### config.mk
export PLATFORM = sky130hd
export DESIGN_NAME = branch_predictor
export DESIGN_NICKNAME = d
export VERILOG_FILES = /design/src/rtl/bp_pkg.sv /design/src/rtl/bp_entry_table.sv /design/src/rtl/branch_predictor.sv
export SDC_FILE = /design/constraint.sdc
export NUM_CORES = 2
export LEC_CHECK = 0
export BUFFER_PORTS_ARGS = -buffer_cell sky130_fd_sc_hd__buf_2
export CORE_ASPECT_RATIO = 1.25
export CORE_MARGIN = 4
export CORE_UTILIZATION = 45
export DETAILED_ROUTE_END_ITERATION = 16
export MAX_ROUTING_LAYER = met4
export PLACE_DENSITY = 0.63
export SLEW_MARGIN = 20
export SYNTH_ARGS = -nofsm -noshare
export SYNTH_HDL_FRONTEND = slang
export SYNTH_SLANG_ARGS = --single-unit
### constraint.sdc
create_clock -name clk -period 50.7 [get_ports clk]
set_input_delay 0 -clock clk [delete_from_list [all_inputs] [get_ports clk]]
set_output_delay 0 -clock clk [all_outputs]
set_load 0.01 [all_outputs]
### src/rtl/bp_pkg.sv
// Shared types for the branch predictor: 2-bit counter encoding
// and the saturating counter step function.
package bp_pkg;

    typedef enum logic [1:0] {
        SNT = 2'b00,
        WNT = 2'b01,
        WT  = 2'b10,
        ST  = 2'b11
    } bp_ctr_e;

    function automatic bp_ctr_e ctr_next(input bp_ctr_e ctr, input logic taken);
        bp_ctr_e nxt;
        nxt = ctr;
        unique case (ctr)
            SNT:     nxt = taken ? WNT : SNT;
            WNT:     nxt = taken ? WT  : SNT;
            WT:      nxt = taken ? ST  : WNT;
            ST:      nxt = taken ? ST  : WT;
            default: nxt = ctr;
        endcase
        return nxt;
    endfunction

endpackage

### src/rtl/bp_entry_table.sv
// BTB storage: register array with a fetch read port and an
// EX read/write port; reads return pre-edge contents.
module bp_entry_table
    import bp_pkg::*;
#(
    parameter int     ENTRIES    = 16,
    parameter int     INDEX_BITS = $clog2(ENTRIES),
    parameter type    entry_t    = logic [0:0],
    parameter entry_t RST_ENTRY  = '0
) (
    input  logic                  clk,
    input  logic                  reset,
    input  logic [INDEX_BITS-1:0] rd_idx,
    output entry_t                rd_entry,
    input  logic [INDEX_BITS-1:0] ex_idx,
    output entry_t                ex_entry,
    input  logic                  ex_we,
    input  entry_t                ex_wdata
);

    entry_t mem [ENTRIES];

    assign rd_entry = mem[rd_idx];
    assign ex_entry = mem[ex_idx];

    always_ff @(posedge clk or posedge reset) begin
        if (reset) begin
            for (int i = 0; i < ENTRIES; i++) begin
                mem[i] <= RST_ENTRY;
            end
        end else if (ex_we) begin
            mem[ex_idx] <= ex_wdata;
        end
    end

endmodule

### src/rtl/branch_predictor.sv
// BTB + bimodal predictor: IF lookup, EX resolve/redirect,
// table update and saturating perf counters.
module branch_predictor
    import bp_pkg::*;
#(
    parameter int         DATA_WIDTH = 32,
    parameter int         ENTRIES    = 16,
    parameter logic [1:0] CTR_INIT   = 2'd1,
    parameter int         PERF_WIDTH = 32
) (
    input  logic                  clk,
    input  logic                  reset,
    input  logic [DATA_WIDTH-1:0] pc_f,
    output logic                  pred_taken_f,
    output logic [DATA_WIDTH-1:0] pred_target_f,
    input  logic                  upd_valid_e,
    input  logic                  upd_is_jump_e,
    input  logic [DATA_WIDTH-1:0] upd_pc_e,
    input  logic                  upd_taken_e,
    input  logic [DATA_WIDTH-1:0] upd_target_e,
    input  logic                  upd_pred_taken_e,
    input  logic [DATA_WIDTH-1:0] upd_pred_target_e,
    output logic                  mispredict_e,
    output logic [DATA_WIDTH-1:0] redirect_pc_e,
    output logic [PERF_WIDTH-1:0] branch_cnt,
    output logic [PERF_WIDTH-1:0] mispred_cnt
);

    localparam int INDEX_BITS = $clog2(ENTRIES);
    localparam int TAG_BITS   = DATA_WIDTH - INDEX_BITS - 2;

    typedef struct packed {
        logic                  valid;
        logic [TAG_BITS-1:0]   tag;
        logic [DATA_WIDTH-1:0] target;
        bp_ctr_e               ctr;
        logic                  jmp;
    } entry_t;

    localparam entry_t RST_ENTRY = '{
        valid:  1'b0,
        tag:    '0,
        target: '0,
        ctr:    bp_ctr_e'(CTR_INIT),
        jmp:    1'b0
    };

    logic [INDEX_BITS-1:0] idx_f;
    logic [INDEX_BITS-1:0] idx_e;
    logic [TAG_BITS-1:0]   tag_f;
    logic [TAG_BITS-1:0]   tag_e;
    entry_t                rd_entry;
    entry_t                ex_entry;
    entry_t                wr_entry;
    logic                  hit_f;
    logic                  hit_e;
    logic                  we;
    logic                  unused_lsb;

    assign idx_f = pc_f[INDEX_BITS+1:2];
    assign tag_f = pc_f[DATA_WIDTH-1:INDEX_BITS+2];
    assign idx_e = upd_pc_e[INDEX_BITS+1:2];
    assign tag_e = upd_pc_e[DATA_WIDTH-1:INDEX_BITS+2];

    assign unused_lsb = ^{pc_f[1:0], upd_pc_e[1:0]};

    bp_entry_table #(
        .ENTRIES    (ENTRIES),
        .INDEX_BITS (INDEX_BITS),
        .entry_t    (entry_t),
        .RST_ENTRY  (RST_ENTRY)
    ) u_table (
        .clk      (clk),
        .reset    (reset),
        .rd_idx   (idx_f),
        .rd_entry (rd_entry),
        .ex_idx   (idx_e),
        .ex_entry (ex_entry),
        .ex_we    (we),
        .ex_wdata (wr_entry)
    );

    assign hit_f         = rd_entry.valid & (rd_entry.tag == tag_f);
    assign pred_taken_f  = hit_f & (rd_entry.ctr[1] | rd_entry.jmp);
    assign pred_target_f = pred_taken_f ? rd_entry.target : '0;

    always_comb begin
        mispredict_e  = 1'b0;
        redirect_pc_e = '0;
        if (upd_valid_e) begin
            mispredict_e = (upd_taken_e != upd_pred_taken_e) |
                           (upd_taken_e & (upd_target_e != upd_pred_target_e));
            redirect_pc_e = upd_taken_e ? upd_target_e
                                        : upd_pc_e + DATA_WIDTH'(4);
        end
    end

    assign hit_e = ex_entry.valid & (ex_entry.tag == tag_e);
    assign we    = upd_valid_e & (hit_e | upd_taken_e);

    // Hits train the counter; taken misses (re)allocate the slot.
    always_comb begin
        wr_entry     = ex_entry;
        wr_entry.ctr = ctr_next(ex_entry.ctr, upd_taken_e);
        if (upd_taken_e) begin
            wr_entry.target = upd_target_e;
            wr_entry.jmp    = upd_is_jump_e;
        end
        if (!hit_e) begin
            wr_entry.valid  = 1'b1;
            wr_entry.tag    = tag_e;
            wr_entry.target = upd_target_e;
            wr_entry.jmp    = upd_is_jump_e;
            wr_entry.ctr    = upd_is_jump_e ? ST : WT;
        end
    end

    always_ff @(posedge clk or posedge reset) begin
        if (reset) begin
            branch_cnt  <= '0;
            mispred_cnt <= '0;
        end else begin
            if (upd_valid_e && branch_cnt != '1) begin
                branch_cnt <= branch_cnt + PERF_WIDTH'(1);
            end
            if (mispredict_e && mispred_cnt != '1) begin
                mispred_cnt <= mispred_cnt + PERF_WIDTH'(1);
            end
        end
    end

endmodule

==> impl_metrics.env <==
export IMPL_slew_limit_headroom=0.272
export IMPL_area_delta_synth_final_pct=11.9
export IMPL_grt_pass1_vias=37400
export IMPL_drtPass1Iterations=5
export IMPL_core_area_mm2=0.127
export IMPL_cts_tree="done"
export IMPL_die_width_um=328
export IMPL_fp_dieH_um=408
export IMPL_postCtsSetupBuffers=0
export IMPL_yosys_top_cells_area="dfrtp_1 45%, mux4_2 22%, mux2_2 17%, mux2_1 1.7%, xnor2_1 1.6%"
export IMPL_vias=35600
export IMPL_ant_nets=0
export IMPL_hp_start="upd_target_e[23]"
export IMPL_grt_pass1_wl_um=257000
export IMPL_async_flop_share=1.00
export IMPL_wirelength_um=172000
export IMPL_crit_arrival_ns=6.53
export IMPL_syn_avg_cell_area_um2=15.2
export IMPL_tns_ns=0
export IMPL_final_fill_count=11000
export IMPL_antenna_found_initial=6
export IMPL_fin_nets=4055
export IMPL_wl_per_cell_um=30.0
export IMPL_fin_worst_skew_ns=0.0441
export IMPL_rsz0062_at_grt="no"
export IMPL_yosysMostFrequentCell="dfrtp_1"
export IMPL_rows=146
export IMPL_timing_critical_path_fanout_max=46
export IMPL_path_class="input pin to flop"
export IMPL_power_density_mw_per_mm2=38.4
export IMPL_cp_required_ns=51.30
export IMPL_clock_sinks=1056
export IMPL_drtIter0Drc=2796
export IMPL_drc_errors=0
export IMPL_power_leakage_nw=27.6
export IMPL_synth_common_cells="1040 x dfrtp_1, 888 x mux2_2, 550 x mux4_2"
export IMPL_grt_overflow=0
export IMPL_synth_nets=3915
export IMPL_post_route_period_util=0.117
export IMPL_clockRootBuffer="clkbuf_16"
export IMPL_cts_max_level=3
export IMPL_grt_max_degree=162
export IMPL_io_buffers=261
export IMPL_ys_seq_elements=1056
export IMPL_status="completed"
export IMPL_critPathLaunchType="input pin"
export IMPL_vias_per_cell=6.22
export IMPL_synth_edf_count=0
export IMPL_yosysWarnings=0
export IMPL_pin_count=264
export IMPL_r2r_start="u_table.mem[296]$_DFFE_PP0P_"
export IMPL_ctsHoldBuffers=50
export IMPL_postSynthCellCount=3775
export IMPL_endpoint_kind="flop"
export IMPL_numCtsBuffers=109
export IMPL_drive_gt1_frac=0.510
export IMPL_yosysTopAreaCellShare=0.452
export IMPL_dp_hpwl_um=103000
export IMPL_seq_area_frac_synth=0.460
export IMPL_cts_clk_slew_worst_paths_ns=0.06
export IMPL_ctsResizeCount=0
export IMPL_dp_cells=5452
export IMPL_finalNonFillerCells=5714
export IMPL_dieArea_mm2=0.134
export IMPL_fin_crit_ns=5.92
export IMPL_fmax_mhz=169
export IMPL_max_cap_violations=0
export IMPL_synth_cell_area_mm2=0.0575
export IMPL_synth_cell_type_count=64
export IMPL_synth_main_ff_cell="dfrtp_1"
export IMPL_synth_top_cell_by_area="dfrtp_1"
export IMPL_gp_congestion=0.827
export IMPL_hold_class="input pin to flop"
export IMPL_finalHoldViolCount=0
export IMPL_insertion_delay_ns=0.75
export IMPL_initial_core_util=0.454
export IMPL_crit_start="upd_pc_e[2]"
export IMPL_grt_usage=0.265
export IMPL_total_power_mw=2.47
export IMPL_finalMaxSlewViolations=0
export IMPL_peakVddDrop_mv=0.0251
export IMPL_setup_viol=0
export IMPL_cts_path_max_buffers=3
export IMPL_worstMarginPinSlew_ns=1.09
==> logic make-up (layout without fill, tap and decap cells) <==
logic type | after synthesis | in the layout | synth area share
other cells | 0 | 4 | 0
fa+ha+maj | 8 | 8 | 0.00165
flops | 1056 | 1056 | 0.460
compound gates | 148 | 148 | 0.0183
xor+xnor | 176 | 176 | 0.0268
mux | 1634 | 1634 | 0.428
buf+inv | 380 | 613 | 0.0289
simple gates | 373 | 373 | 0.0371
==> layout make-up <==
cell class	count	area (um^2)	share of cell area
Antenna cell	4	10.0	0.000156
Clock buffer	157	3180	0.0494
Clock inverter	47	463	0.00719
Inverter	23	93.8	0.00146
Multi-Input combinational cell	2339	29500	0.458
Sequential cell	1056	26400	0.411
Tap cell	1702	2130	0.0331
Timing Repair Buffer	386	2570	0.0399
==> power breakdown <==
part           internal, mW  switching, mW
combinational         0.316          0.204
clock                 0.467          0.356
sequential             1.01          0.121
==> worst max-delay path, stage by stage <==
cell	delay [ns]
buf_8	0.38
buf_4	0.81
buf_4	0.72
mux4_2	0.37
mux2i_1	0.16
a22oi_1	0.48
a31oi_1	0.26
nor4_2	0.64
a21oi_4	0.42
nor4_4	0.31
buf_4	0.63
buf_4	0.76
mux2_2	0.42
==> through the flow <==
step | hold slack (ns) | area (um^2) | worst slack [ns] | util
after CTS | 0.00108 | 64200 | 44.68 | 0.507
after floorplan | 0.156 | 57500 | 21.00 | -
final | 0.0402 | 64400 | 44.78 | 0.508
after detailed placement | 0.237 | 60100 | 43.90 | 0.474
after global placement | 0.243 | 60100 | 43.97 | 0.474
after global routing | 0.0181 | 64400 | 44.35 | 0.508
==> cell usage in the layout, fill, tap and decap left out, types with 20 or more instances in the layout <==
cell type / count
a22oi_1: 20
and2_1: 23
buf_2: 253
buf_4: 67
clkbuf_1: 21
clkbuf_16: 109
clkbuf_8: 28
clkinv_2: 30
dfrtp_1: 1040
dlygate4sd3_1: 50
inv_1: 20
mux2_1: 89
mux2_2: 888
mux2_4: 30
mux2i_1: 77
mux4_2: 550
nand2_1: 91
nand3_1: 43
nand4_1: 22
nor2_1: 38
nor2b_1: 45
o21ai_0: 43
xnor2_1: 103
xor2_1: 73
==> flip-flops by register name, summed over array words and instances (netlist names) <==
| name | cells |
|---|---|
| u_table.mem | 992 |
| branch_cnt | 32 |
| mispred_cnt | 32 |
==> worst paths after layout <==
check                      slack (ns)  cells past startpoint                      endpoint
setup reg to reg                45.33                     11  u_table.mem[903]$_DFFE_PP0P_
hold reg to reg                  0.48                      1   mispred_cnt[30]$_DFFE_PP0P_
min in group asynchronous        0.59                      4     branch_cnt[8]$_DFFE_PP0P_
hold / removal                   0.04                      3  u_table.mem[956]$_DFFE_PP0P_
max in group asynchronous       46.82                      7   mispred_cnt[20]$_DFFE_PP0P_
setup / recovery                44.78                     13  u_table.mem[903]$_DFFE_PP0P_
==> per-layer routing <==
metal,up-vias,share of wire,GRT usage
met5,-,0,-
met4,0,0.029,0.0788
li1,14700,-,-
met3,226,0.062,0.0470
met1,19400,0.42,0.355
met2,1174,0.49,0.419
Note: power is estimated with default switching activity, not from simulation.
